## src/rtl/vm_pkg.sv

```systemverilog
// rtl/vm_pkg.sv - shared types and constants for the vending dispense controller
package vm_pkg;

    typedef enum logic [1:0] {
        ST_IDLE   = 2'b00,
        ST_VEND   = 2'b01,
        ST_REFUND = 2'b10,
        ST_ERROR  = 2'b11
    } vm_status_e;

    typedef enum logic [1:0] {
        COIN_NONE = 2'b00,
        COIN_5    = 2'b01,
        COIN_10   = 2'b10,
        COIN_25   = 2'b11
    } vm_coin_e;

    localparam logic [15:0] VAL_5  = 16'd5;
    localparam logic [15:0] VAL_10 = 16'd10;
    localparam logic [15:0] VAL_25 = 16'd25;

    typedef enum logic [2:0] {
        S_IDLE,
        S_MOTOR,
        S_CHANGE,
        S_GAP,
        S_DONE,
        S_FAULT
    } vm_state_e;

    // Slot number 1..6 to motor drive bit; anything else drives nothing
    function automatic logic [5:0] slot_onehot(input logic [2:0] slot);
        logic [5:0] oh;
        oh = 6'b000000;
        case (slot)
            3'd1:    oh = 6'b000001;
            3'd2:    oh = 6'b000010;
            3'd3:    oh = 6'b000100;
            3'd4:    oh = 6'b001000;
            3'd5:    oh = 6'b010000;
            3'd6:    oh = 6'b100000;
            default: oh = 6'b000000;
        endcase
        return oh;
    endfunction

endpackage

```

## src/rtl/vm_dispense_ctrl_if.sv

```systemverilog
// rtl/vm_dispense_ctrl_if.sv - vending-FSM side bundle; vend_cnt present only with VM_DISPENSE_STATS_EN
interface vm_dispense_ctrl_if;
    logic [2:0]  product;
    logic [1:0]  status;
    logic [15:0] balance;
    logic        slot_sense;
    logic [5:0]  motor;
    logic [1:0]  coin_out;
    logic        coin_stb;
    logic        busy;
    logic        done;
    logic        fault;
`ifdef VM_DISPENSE_STATS_EN
    logic [7:0]  vend_cnt;
`endif

    modport master (
        output product, status, balance, slot_sense,
        input  motor, coin_out, coin_stb, busy, done, fault
`ifdef VM_DISPENSE_STATS_EN
        , input vend_cnt
`endif
    );

    modport slave (
        input  product, status, balance, slot_sense,
        output motor, coin_out, coin_stb, busy, done, fault
`ifdef VM_DISPENSE_STATS_EN
        , output vend_cnt
`endif
    );
endinterface

```

## src/rtl/vm_change_calc.sv

```systemverilog
// rtl/vm_change_calc.sv - greedy coin selection and next remaining balance
module vm_change_calc
    import vm_pkg::*;
(
    input  logic [15:0] remaining,
    output vm_coin_e    coin,
    output logic        valid,
    output logic [15:0] next_remaining
);

    // Largest coin that fits; subtraction only happens when it cannot underflow
    always_comb begin
        coin           = COIN_NONE;
        valid          = 1'b0;
        next_remaining = remaining;
        if (remaining >= VAL_25) begin
            coin           = COIN_25;
            valid          = 1'b1;
            next_remaining = remaining - VAL_25;
        end else if (remaining >= VAL_10) begin
            coin           = COIN_10;
            valid          = 1'b1;
            next_remaining = remaining - VAL_10;
        end else if (remaining >= VAL_5) begin
            coin           = COIN_5;
            valid          = 1'b1;
            next_remaining = remaining - VAL_5;
        end
    end

endmodule

```

## src/rtl/vm_dispense_ctrl.sv

```systemverilog
// rtl/vm_dispense_ctrl.sv - dispense controller: slot motor, change payout; VM_DISPENSE_STATS_EN adds vend_cnt
module vm_dispense_ctrl
    import vm_pkg::*;
#(
    parameter int MOTOR_TIMEOUT = 16,
    parameter int COIN_GAP      = 4
) (
    input  logic                 clk,
    input  logic                 rst,
    input  logic                 soft_rst,
    vm_dispense_ctrl_if.slave    bus
);

    localparam int TW = $clog2(MOTOR_TIMEOUT + 1);
    localparam int GW = $clog2(COIN_GAP + 1);

    vm_state_e   state_q, state_d;
    logic [1:0]  status_q, status_d;
    logic [2:0]  prod_q, prod_d;
    logic [15:0] remaining_q, remaining_d;
    logic [TW-1:0] timer_q, timer_d;
    logic [GW-1:0] gap_q, gap_d;
    logic [5:0]  motor_q, motor_d;
    logic [1:0]  coin_out_q, coin_out_d;
    logic        coin_stb_q, coin_stb_d;
    logic        done_q, done_d;
    logic        fault_q, fault_d;
    logic        busy_q, busy_d;
    logic        req;

    vm_coin_e    calc_coin;
    logic        calc_valid;
    logic [15:0] calc_next;

    vm_change_calc u_calc (
        .remaining      (remaining_q),
        .coin           (calc_coin),
        .valid          (calc_valid),
        .next_remaining (calc_next)
    );

    // Only a fresh 00 -> non-zero status transition seen while idle starts a transaction
    assign req = (state_q == S_IDLE) && (status_q == ST_IDLE) && (bus.status != ST_IDLE);

    // Next state and next registered outputs; soft_rst overrides everything last
    always_comb begin
        state_d     = state_q;
        prod_d      = prod_q;
        remaining_d = remaining_q;
        timer_d     = timer_q;
        gap_d       = gap_q;
        coin_out_d  = coin_out_q;
        coin_stb_d  = 1'b0;
        fault_d     = fault_q;
        status_d    = bus.status;

        case (state_q)
            S_IDLE: begin
                if (req) begin
                    prod_d      = bus.product;
                    remaining_d = bus.balance;
                    timer_d     = '0;
                    if (bus.status == ST_REFUND) begin
                        state_d = S_CHANGE;
                    end else if (bus.status == ST_VEND && bus.product >= 3'd1 && bus.product <= 3'd6) begin
                        state_d = S_MOTOR;
                    end else begin
                        // Bad slot or upstream error: nothing is paid out
                        state_d     = S_FAULT;
                        fault_d     = 1'b1;
                        remaining_d = '0;
                    end
                end
            end
            S_MOTOR: begin
                if (bus.slot_sense) begin
                    state_d = S_CHANGE;
                end else if (timer_q == TW'(MOTOR_TIMEOUT - 1)) begin
                    // Jam: stop the motor and refund the whole latched balance
                    state_d = S_CHANGE;
                    fault_d = 1'b1;
                end else begin
                    timer_d = timer_q + 1'b1;
                end
            end
            S_CHANGE: begin
                if (calc_valid) begin
                    coin_stb_d  = 1'b1;
                    coin_out_d  = calc_coin;
                    remaining_d = calc_next;
                    gap_d       = '0;
                    state_d     = (COIN_GAP > 1) ? S_GAP : S_CHANGE;
                end else begin
                    // Sub-5c residue cannot be paid and is dropped
                    remaining_d = '0;
                    state_d     = S_DONE;
                end
            end
            S_GAP: begin
                if (gap_q == GW'(COIN_GAP - 2)) begin
                    state_d = S_CHANGE;
                end else begin
                    gap_d = gap_q + 1'b1;
                end
            end
            S_DONE:  state_d = S_IDLE;
            S_FAULT: state_d = S_IDLE;
            default: state_d = S_IDLE;
        endcase

        if (soft_rst) begin
            state_d     = S_IDLE;
            status_d    = 2'b00;
            prod_d      = '0;
            remaining_d = '0;
            timer_d     = '0;
            gap_d       = '0;
            coin_out_d  = 2'b00;
            coin_stb_d  = 1'b0;
            fault_d     = 1'b0;
        end

        motor_d = (state_d == S_MOTOR) ? slot_onehot(prod_d) : 6'b000000;
        done_d  = (state_d == S_DONE) || (state_d == S_FAULT);
        busy_d  = (state_d != S_IDLE);
    end

    // State and output registers; async rst drops the motor immediately
    always_ff @(posedge clk or posedge rst) begin
        if (rst) begin
            state_q     <= S_IDLE;
            status_q    <= 2'b00;
            prod_q      <= '0;
            remaining_q <= '0;
            timer_q     <= '0;
            gap_q       <= '0;
            motor_q     <= '0;
            coin_out_q  <= 2'b00;
            coin_stb_q  <= 1'b0;
            done_q      <= 1'b0;
            fault_q     <= 1'b0;
            busy_q      <= 1'b0;
        end else begin
            state_q     <= state_d;
            status_q    <= status_d;
            prod_q      <= prod_d;
            remaining_q <= remaining_d;
            timer_q     <= timer_d;
            gap_q       <= gap_d;
            motor_q     <= motor_d;
            coin_out_q  <= coin_out_d;
            coin_stb_q  <= coin_stb_d;
            done_q      <= done_d;
            fault_q     <= fault_d;
            busy_q      <= busy_d;
        end
    end

    assign bus.motor    = motor_q;
    assign bus.coin_out = coin_out_q;
    assign bus.coin_stb = coin_stb_q;
    assign bus.busy     = busy_q;
    assign bus.done     = done_q;
    assign bus.fault    = fault_q;

`ifdef VM_DISPENSE_STATS_EN
    logic [7:0] vend_q;
    logic       vend_inc;

    assign vend_inc = (state_q == S_MOTOR) && bus.slot_sense;

    // Saturating count of motor cycles that ended with the item detected
    always_ff @(posedge clk or posedge rst) begin
        if (rst) begin
            vend_q <= 8'd0;
        end else if (soft_rst) begin
            vend_q <= 8'd0;
        end else if (vend_inc && vend_q != 8'hFF) begin
            vend_q <= vend_q + 8'd1;
        end
    end

    assign bus.vend_cnt = vend_q;
`endif

endmodule

```

## src/flat_wrapper.sv

```systemverilog
// flat-port wrapper written by rule: the top's interface ports become plain ports
module vm_dispense_ctrl_flat import vm_pkg::*;
#(
    parameter int MOTOR_TIMEOUT = 16,
    parameter int COIN_GAP      = 4
)
  (clk, rst, soft_rst, bus_product, bus_status, bus_balance, bus_slot_sense, bus_motor, bus_coin_out, bus_coin_stb, bus_busy, bus_done, bus_fault);
  vm_dispense_ctrl_if bus_i ();
  input  logic clk;
  input  logic rst;
  input  logic soft_rst;
  input wire logic [$bits(bus_i.product)-1:0] bus_product;
  input wire logic [$bits(bus_i.status)-1:0] bus_status;
  input wire logic [$bits(bus_i.balance)-1:0] bus_balance;
  input wire logic [$bits(bus_i.slot_sense)-1:0] bus_slot_sense;
  output wire logic [$bits(bus_i.motor)-1:0] bus_motor;
  output wire logic [$bits(bus_i.coin_out)-1:0] bus_coin_out;
  output wire logic [$bits(bus_i.coin_stb)-1:0] bus_coin_stb;
  output wire logic [$bits(bus_i.busy)-1:0] bus_busy;
  output wire logic [$bits(bus_i.done)-1:0] bus_done;
  output wire logic [$bits(bus_i.fault)-1:0] bus_fault;
  assign bus_i.product = bus_product;
  assign bus_i.status = bus_status;
  assign bus_i.balance = bus_balance;
  assign bus_i.slot_sense = bus_slot_sense;
  assign bus_motor = bus_i.motor;
  assign bus_coin_out = bus_i.coin_out;
  assign bus_coin_stb = bus_i.coin_stb;
  assign bus_busy = bus_i.busy;
  assign bus_done = bus_i.done;
  assign bus_fault = bus_i.fault;
  vm_dispense_ctrl #(.MOTOR_TIMEOUT(MOTOR_TIMEOUT), .COIN_GAP(COIN_GAP)) u_core (.clk(clk), .rst(rst), .soft_rst(soft_rst), .bus(bus_i));
endmodule
```

## config.mk

```make
export PLATFORM = sky130hd
export DESIGN_NAME = vm_dispense_ctrl_flat
export DESIGN_NICKNAME = d
export VERILOG_FILES = /design/src/rtl/vm_pkg.sv /design/src/rtl/vm_dispense_ctrl_if.sv /design/src/rtl/vm_change_calc.sv /design/src/rtl/vm_dispense_ctrl.sv /design/src/flat_wrapper.sv
export SDC_FILE = /design/constraint.sdc
export NUM_CORES = 1
export LEC_CHECK = 0
export BUFFER_PORTS_ARGS = -buffer_cell sky130_fd_sc_hd__buf_2
export CAP_MARGIN = 25
export CORE_MARGIN = 8
export CORE_UTILIZATION = 58
export CTS_CLUSTER_SIZE = 25
export DETAILED_ROUTE_END_ITERATION = 6
export PLACE_DENSITY_LB_ADDON = 0.15
export SYNTH_ARGS = -nofsm -noshare
export SYNTH_HDL_FRONTEND = slang
export SYNTH_SLANG_ARGS = --single-unit
```

## constraint.sdc

```tcl
create_clock -name clk -period 2.63 [get_ports clk]
set_input_delay 0.263 -clock clk [delete_from_list [all_inputs] [get_ports clk]]
set_output_delay 0.263 -clock clk [all_outputs]
set_load 0.005 [all_outputs]
```

* Word-level counts from Yosys, hierarchy flattened
Cells that the tools add are included.
** Cells by class
- Add/sub/neg operators :: 5
- $lt $le $gt $ge :: 5
- Reduce and logical (&&, ||, !) cells :: 19
- Multiplexer cells :: 52
- Equality and inequality tests :: 25
** Operator list (count)
- 16-bit 2-to-1 mux :: 8
- 3-bit 2-to-1 mux :: 14
- 6-bit one-hot mux with 6 select lines :: 1
- 16-bit one-hot mux with 2 select lines :: 1
- 5-bit 2-to-1 mux :: 4
- 16-bit by 3-bit greater-or-equal comparator with 1-bit output (second input constant) :: 1
- 16-bit by 4-bit greater-or-equal comparator with 1-bit output (second input constant) :: 1
- 16-bit by 5-bit greater-or-equal comparator with 1-bit output (second input constant) :: 1
- 16-bit by 3-bit subtractor with 16-bit output (second input constant) :: 1
- 16-bit by 4-bit subtractor with 16-bit output (second input constant) :: 1
- 16-bit by 5-bit subtractor with 16-bit output (second input constant) :: 1
- 3-bit by 2-bit equality test with 1-bit output (second input constant) :: 5
- 3-bit equality test (second input constant) :: 5
- 3-bit inequality test (second input constant) :: 5
- 1-bit 2-to-1 mux :: 13
- 2-bit 2-to-1 mux :: 6
- 3-bit one-hot mux with 4 select lines :: 1
- 3-bit nonzero test :: 4
- 5-bit one-hot mux with 2 select lines :: 1
- 3-bit by 1-bit equality test with 1-bit output (second input constant) :: 3
- 3-bit by 2-bit inequality test with 1-bit output (second input constant) :: 3
- 6-bit 2-to-1 mux :: 1
- 6-bit inequality test (second input constant) :: 1
- 3-bit one-hot mux with 2 select lines :: 1
- 17 further kinds :: 23
** Storage, ports and cells
- Logic and storage cells :: 118
- Output and inout port bits :: 12
- Input bits :: 25
- Register bits :: 44

* Longest topological paths before layout
- Word-level depth :: 10
- Gate-level depth with buffers :: 10
- Mapped depth without buffers :: 10

* Modules after synthesis
Synthesis repeated with hierarchy kept, for this count alone.
** Second synthesis, totals
- Cells, all modules :: 324
- Area total of the unflattened synthesis :: 2899.0 sq um
** Modules (own cells, without submodules)
- vm_dispense_ctrl :: cells each 226, area an instance 2177.1 sq um, sequential area each 1101.1 sq um, instances 1
- vm_change_calc :: cells each 98, area an instance 721.9 sq um, sequential area each 0.0 sq um, instances 1

* Worst setup path after synthesis
No wires, ideal clock.
- Path kind :: register to register
- Start :: reg u_core.remaining_q[10]
- End :: reg u_core.remaining_q[11]
- Required time :: 2.496 ns
- Path buffers :: 1
- Slack :: 0.384 ns
- Data arrival time :: 2.113 ns
- Stages on the path, launching flop included :: 9
- Clock period less this slack :: 2.246 ns
- Cells stage by stage :: dfrtp_1 > or4_4 > nor4_4 > buf_6 > a31oi_1 > nor4b_1 > a21oi_1 > o21ai_0 > o211ai_1
** On the way
- Word-level cells in the longest chain between the ends :: 7
** RTL lines
- start, declared :: line vm_dispense_ctrl.sv:20 : logic [15:0] remaining_q, remaining_d;
- start signal, assigned :: line vm_dispense_ctrl.sv:147 : remaining_q <= remaining_d;
- 16-bit by 3-bit subtractor with 16-bit output or 16-bit by 3-bit greater-or-equal comparator with 1-bit output (tied branches) :: line vm_change_calc.sv:27, vm_change_calc.sv:24
- 16-bit 2-to-1 mux or 1-bit 2-to-1 mux (tied branches) :: line vm_change_calc.sv:24 : end else if (remaining >= VAL_5) begin
- 16-bit 2-to-1 mux or 1-bit 2-to-1 mux (tied branches) :: line vm_change_calc.sv:20 : end else if (remaining >= VAL_10) begin
- 16-bit 2-to-1 mux or 1-bit 2-to-1 mux (tied branches) :: line vm_change_calc.sv:16 : if (remaining >= VAL_25) begin
- 16-bit 2-to-1 mux :: line vm_dispense_ctrl.sv:87 : if (calc_valid) begin
- 16-bit one-hot mux with 2 select lines :: line vm_dispense_ctrl.sv:57 : case (state_q)
- 16-bit 2-to-1 mux :: line vm_dispense_ctrl.sv:111 : if (soft_rst) begin
Parallel ways exist; a longest one is shown, timed or not. The select of a mux whose other input is x is not followed.
A chain may end at the register's enable or synchronous reset.

* Worst setup path in the final report
- Start :: reg u_core.remaining_q[10]
- End :: reg u_core.remaining_q[15]
Same word-level chain as after synthesis.

==> results by group <==
Setup path
  – Crit Path Max Fanout: 14
  – CP endpoint kind: flop
  – Critical Path Source Type: flop
  – Required @ worst endpoint: roughly 2.8 ns
  – CP arrival: ~2.6 ns
  – Worst setup path class: flop to flop

STA
  – Final Hold Fails: 0
  – Setup TNS: 0 ns
  – Slew @ Worst Pin: roughly 0.95 ns
  – Period minus WS final: roughly 2.4 ns
  – Tcrit/Tclk final: 92.3%
  – RSZ-0062 raised after global routing: false
  – Worst Clk Skew: 0.0109 ns
  – Final worst slack: ~0.20 ns
  – FMAX: approximately 0.4 GHz
  – Slew headroom: 36.8%
  – Final setup fails: 0
  – WHS: between 0.15 and 0.2 ns
  – Final slew viol count: 0

Finish
  – Most frequent cells in the layout: 44 x dfrtp_1, 36 x buf_2, 29 x nand2_1
  – Final core utilization: about two thirds
  – Area grow syn2layout: 15.0%
  – Final Instance Area: just over 3000 um^2
  – Share of layout cells above drive strength 1: between 10% and 20%
  – N_diodes: 0
  – Area occupied by multi-input gates: ~1500 um^2
  – Register area: approximately 1100 um^2
  – Commonest non-fill, non-tap cell in the layout: dfrtp_1
  – # fillers: roughly 380
  – Final net count: 390

Clock tree
  – Clock buffer depth: 2
  – Worst skew pair latency: around 0.30 ns
  – Clk sinks: 44
  – Clock transition at the registers of the reported paths: around 0.090 ns
  – Num CTS Buffers: 5
  – # H-tree levels: 2
  – Clock root buffer: clkbuf_8
  – Post_cts resized: 0
  – TritonCTS clock tree: yes

Logic synthesis
  – Synth Register Bits: 44
  – Most used DFF post-synth: dfrtp_1
  – EDFF count, synth: 0
  – Ys Warns: 0
  – Library cells used by synthesis: 52
  – Post-Syn Nets: roughly 350
  – Syn Inst Count: around 310
  – Seq/Total Area, Yosys: 40.6%
  – Synthesized area: ~2700 um^2
  – Post-synth ARST share: between 90% and 100%
  – Avg Cell Area, Syn: 8.66 um^2

Floorplanning
  – Die Span Y: approximately 84 um
  – Initial Util: approximately 59%
  – Die area: between 7000 and 8000 um^2
  – Die W: around 84 um
  – Row count: 25
  – Core area: about 4600 um^2
  – I/O pin total: 37

Route
  – DRC errors left: 0
  – Drt total wl: approximately 6.5 mm
  – Met2 wire length: ~3.4 mm
  – Initial DRC count: around 160
  – Drt wl/cell: ~16 um
  – Drt first pass iters: 4
  – Via density: approximately 6.1
  – Remaining antenna violation count: 0
  – Metal-1 WL: between 2 and 3 mm
  – WL met3: roughly 310 um
  – Via Count: 2481
  – Top sig layer: met4

Power and ir drop
  – Worst vdd ir: between 0.0004 and 0.0005 V
  – P_int: 1.84 mW
  – Static Leak: 1.46 nW
  – Combinational share of power: between 50% and 60%
  – Clock Power Share: between 10% and 20%
  – Switching portion of total power: between 40% and 50%
  – Switching Power: 1.44 mW
  – PwrDens: 1050 nW/um^2
  – Part of the power in registers: about 30%

Global routing
  – Pin count of the biggest net entering global routing: 28
  – Initial antenna violation count: 0
  – Vias in the first global route: about 2500
  – Gr usage total: approximately a fifth
  – GR Overflow Total: 0
  – Global-route wire length before repair: about 11 mm

Placement
  – Buffers on Ports: 36
  – Placement Setup Slack: approximately 0.21 ns
  – Dpl hpwl: around 5 mm
  – DP Area: between 2000 and 3000 um^2
  – Routability Congestion: 0.913

Run
  – Max Cap Viol: 0

Worst hold path
  – HP Class: input port to flop

Outcome
  – Run status: complete, no violations
-- logic make-up (layout without fill, tap and decap cells) --
group	Yosys count	after routing	synth area share [%]
flip-flops	44	44	40.6
adder cells (fa/ha/maj)	11	11	5.08
buffers and inverters	29	71	4.48
multiplexers	6	6	2.26
XOR/XNOR	6	6	1.94
AND/OR/NAND/NOR	129	129	25.1
AO/OA/AOI/OAI	88	88	20.6
-- Yosys cell counts (2+ instances only) --
| master | instances | area, um^2 |
|---|---|---|
| inv_1 | 16 | 60.1 |
| a211o_1 | 3 | 26.3 |
| ha_1 | 11 | 138 |
| nor3_1 | 16 | 80.1 |
| o211ai_1 | 7 | 52.6 |
| or3_1 | 7 | 43.8 |
| a21o_1 | 4 | 30.0 |
| a31oi_1 | 11 | 68.8 |
| nand4_1 | 4 | 25.0 |
| nand3_1 | 14 | 70.1 |
| clkbuf_1 | 8 | 30.0 |
| mux2i_1 | 5 | 50.1 |
| nor4_1 | 3 | 18.8 |
| xor2_1 | 4 | 35.0 |
| nor4b_1 | 2 | 17.5 |
| nor2_1 | 27 | 101 |
| o21ai_0 | 23 | 115 |
| and3_1 | 4 | 25.0 |
| a21oi_1 | 19 | 95.1 |
| buf_2 | 4 | 20.0 |
| nor2b_1 | 7 | 43.8 |
| nand4b_1 | 2 | 17.5 |
| a22oi_1 | 7 | 52.6 |
| nand3b_1 | 4 | 30.0 |
| xnor2_1 | 2 | 17.5 |
| dfrtp_1 | 44 | 1100 |
| or2_2 | 2 | 12.5 |
| nand2_1 | 29 | 109 |
-- final timing paths --
path	startpoint	to	slack, ns	cells after the start
max	u_core.remaining_q[10]	u_core.remaining_q[15]	0.20	8
min	bus_balance[12]	u_core.remaining_q[12]	0.17	2
max reg2reg	u_core.remaining_q[10]	u_core.remaining_q[15]	0.20	8
min reg2reg	u_core.timer_q[2]	u_core.timer_q[2]	0.51	1
max in group asynchronous	rst	u_core.gap_q[2]	1.62	5
min in group asynchronous	rst	u_core.bus.motor[5]	0.36	3
-- registers in the layout (all words and copies together) (netlist names) --
register,flops
u_core.prod_q,3
u_core.bus.fault,1
u_core.state_q,3
u_core.bus.motor,6
u_core.bus.coin_out,2
u_core.bus.done,1
u_core.remaining_q,16
u_core.status_q,2
u_core.timer_q,5
u_core.bus.busy,1
u_core.bus.coin_stb,1
u_core.gap_q,3
-- metal layers --
metal / track usage [%] / up-vias
li1: - / 1221
met1: 21.4 / 1183
met2: 35.2 / 67
met3: 4.10 / 10
met4: 6.80 / 0
met5: 0 / -
-- per-stage QoR --
stage	power, mW	cells
2_1_floorplan	2.30	313
3_3_place_gp	2.67	399
3_5_place_dp	2.71	399
4_1_cts	3.27	407
5_1_grt	3.54	409
6_report	3.28	409
-- power groups by stage --
| stage | Combinational (mW) | Clock (mW) | Sequential [mW] |
|---|---|---|---|
| detailed placement | 1.72 | 0 | 0.989 |
| floorplan | 1.38 | 0 | 0.919 |
| global route | 1.96 | 0.585 | 1.00 |
| global placement | 1.69 | 0 | 0.982 |
| finish | 1.74 | 0.555 | 0.982 |
| CTS | 1.73 | 0.564 | 0.975 |
-- final cells by class --
class                           count  area share (%)
Clock buffer                        6            2.65
Sequential cell                    44            35.3
Tap cell                           54            2.17
Clock inverter                      2            1.24
Multi-Input combinational cell    240            47.8
Inverter                           16            1.93
Timing Repair Buffer               47            8.91
-- repair_timing --
action,4_1_cts,5_1_grt
hold buffers,0,1
setup buffers,0,0
setup endpoints to repair,0,0
endpoints found under the hold margin,0,11
-- worst max-delay path, cell delays in order (launching register included) --
cell and delay [ns]:
dfrtp_1 0.42, or4_4 0.57, nor4_4 0.16, buf_4 0.22
nand3_1 0.20, a32o_1 0.38, nand4_1 0.15, xor2_1 0.14
o21ai_0 0.08
Power figures use the tool's default switching activity.
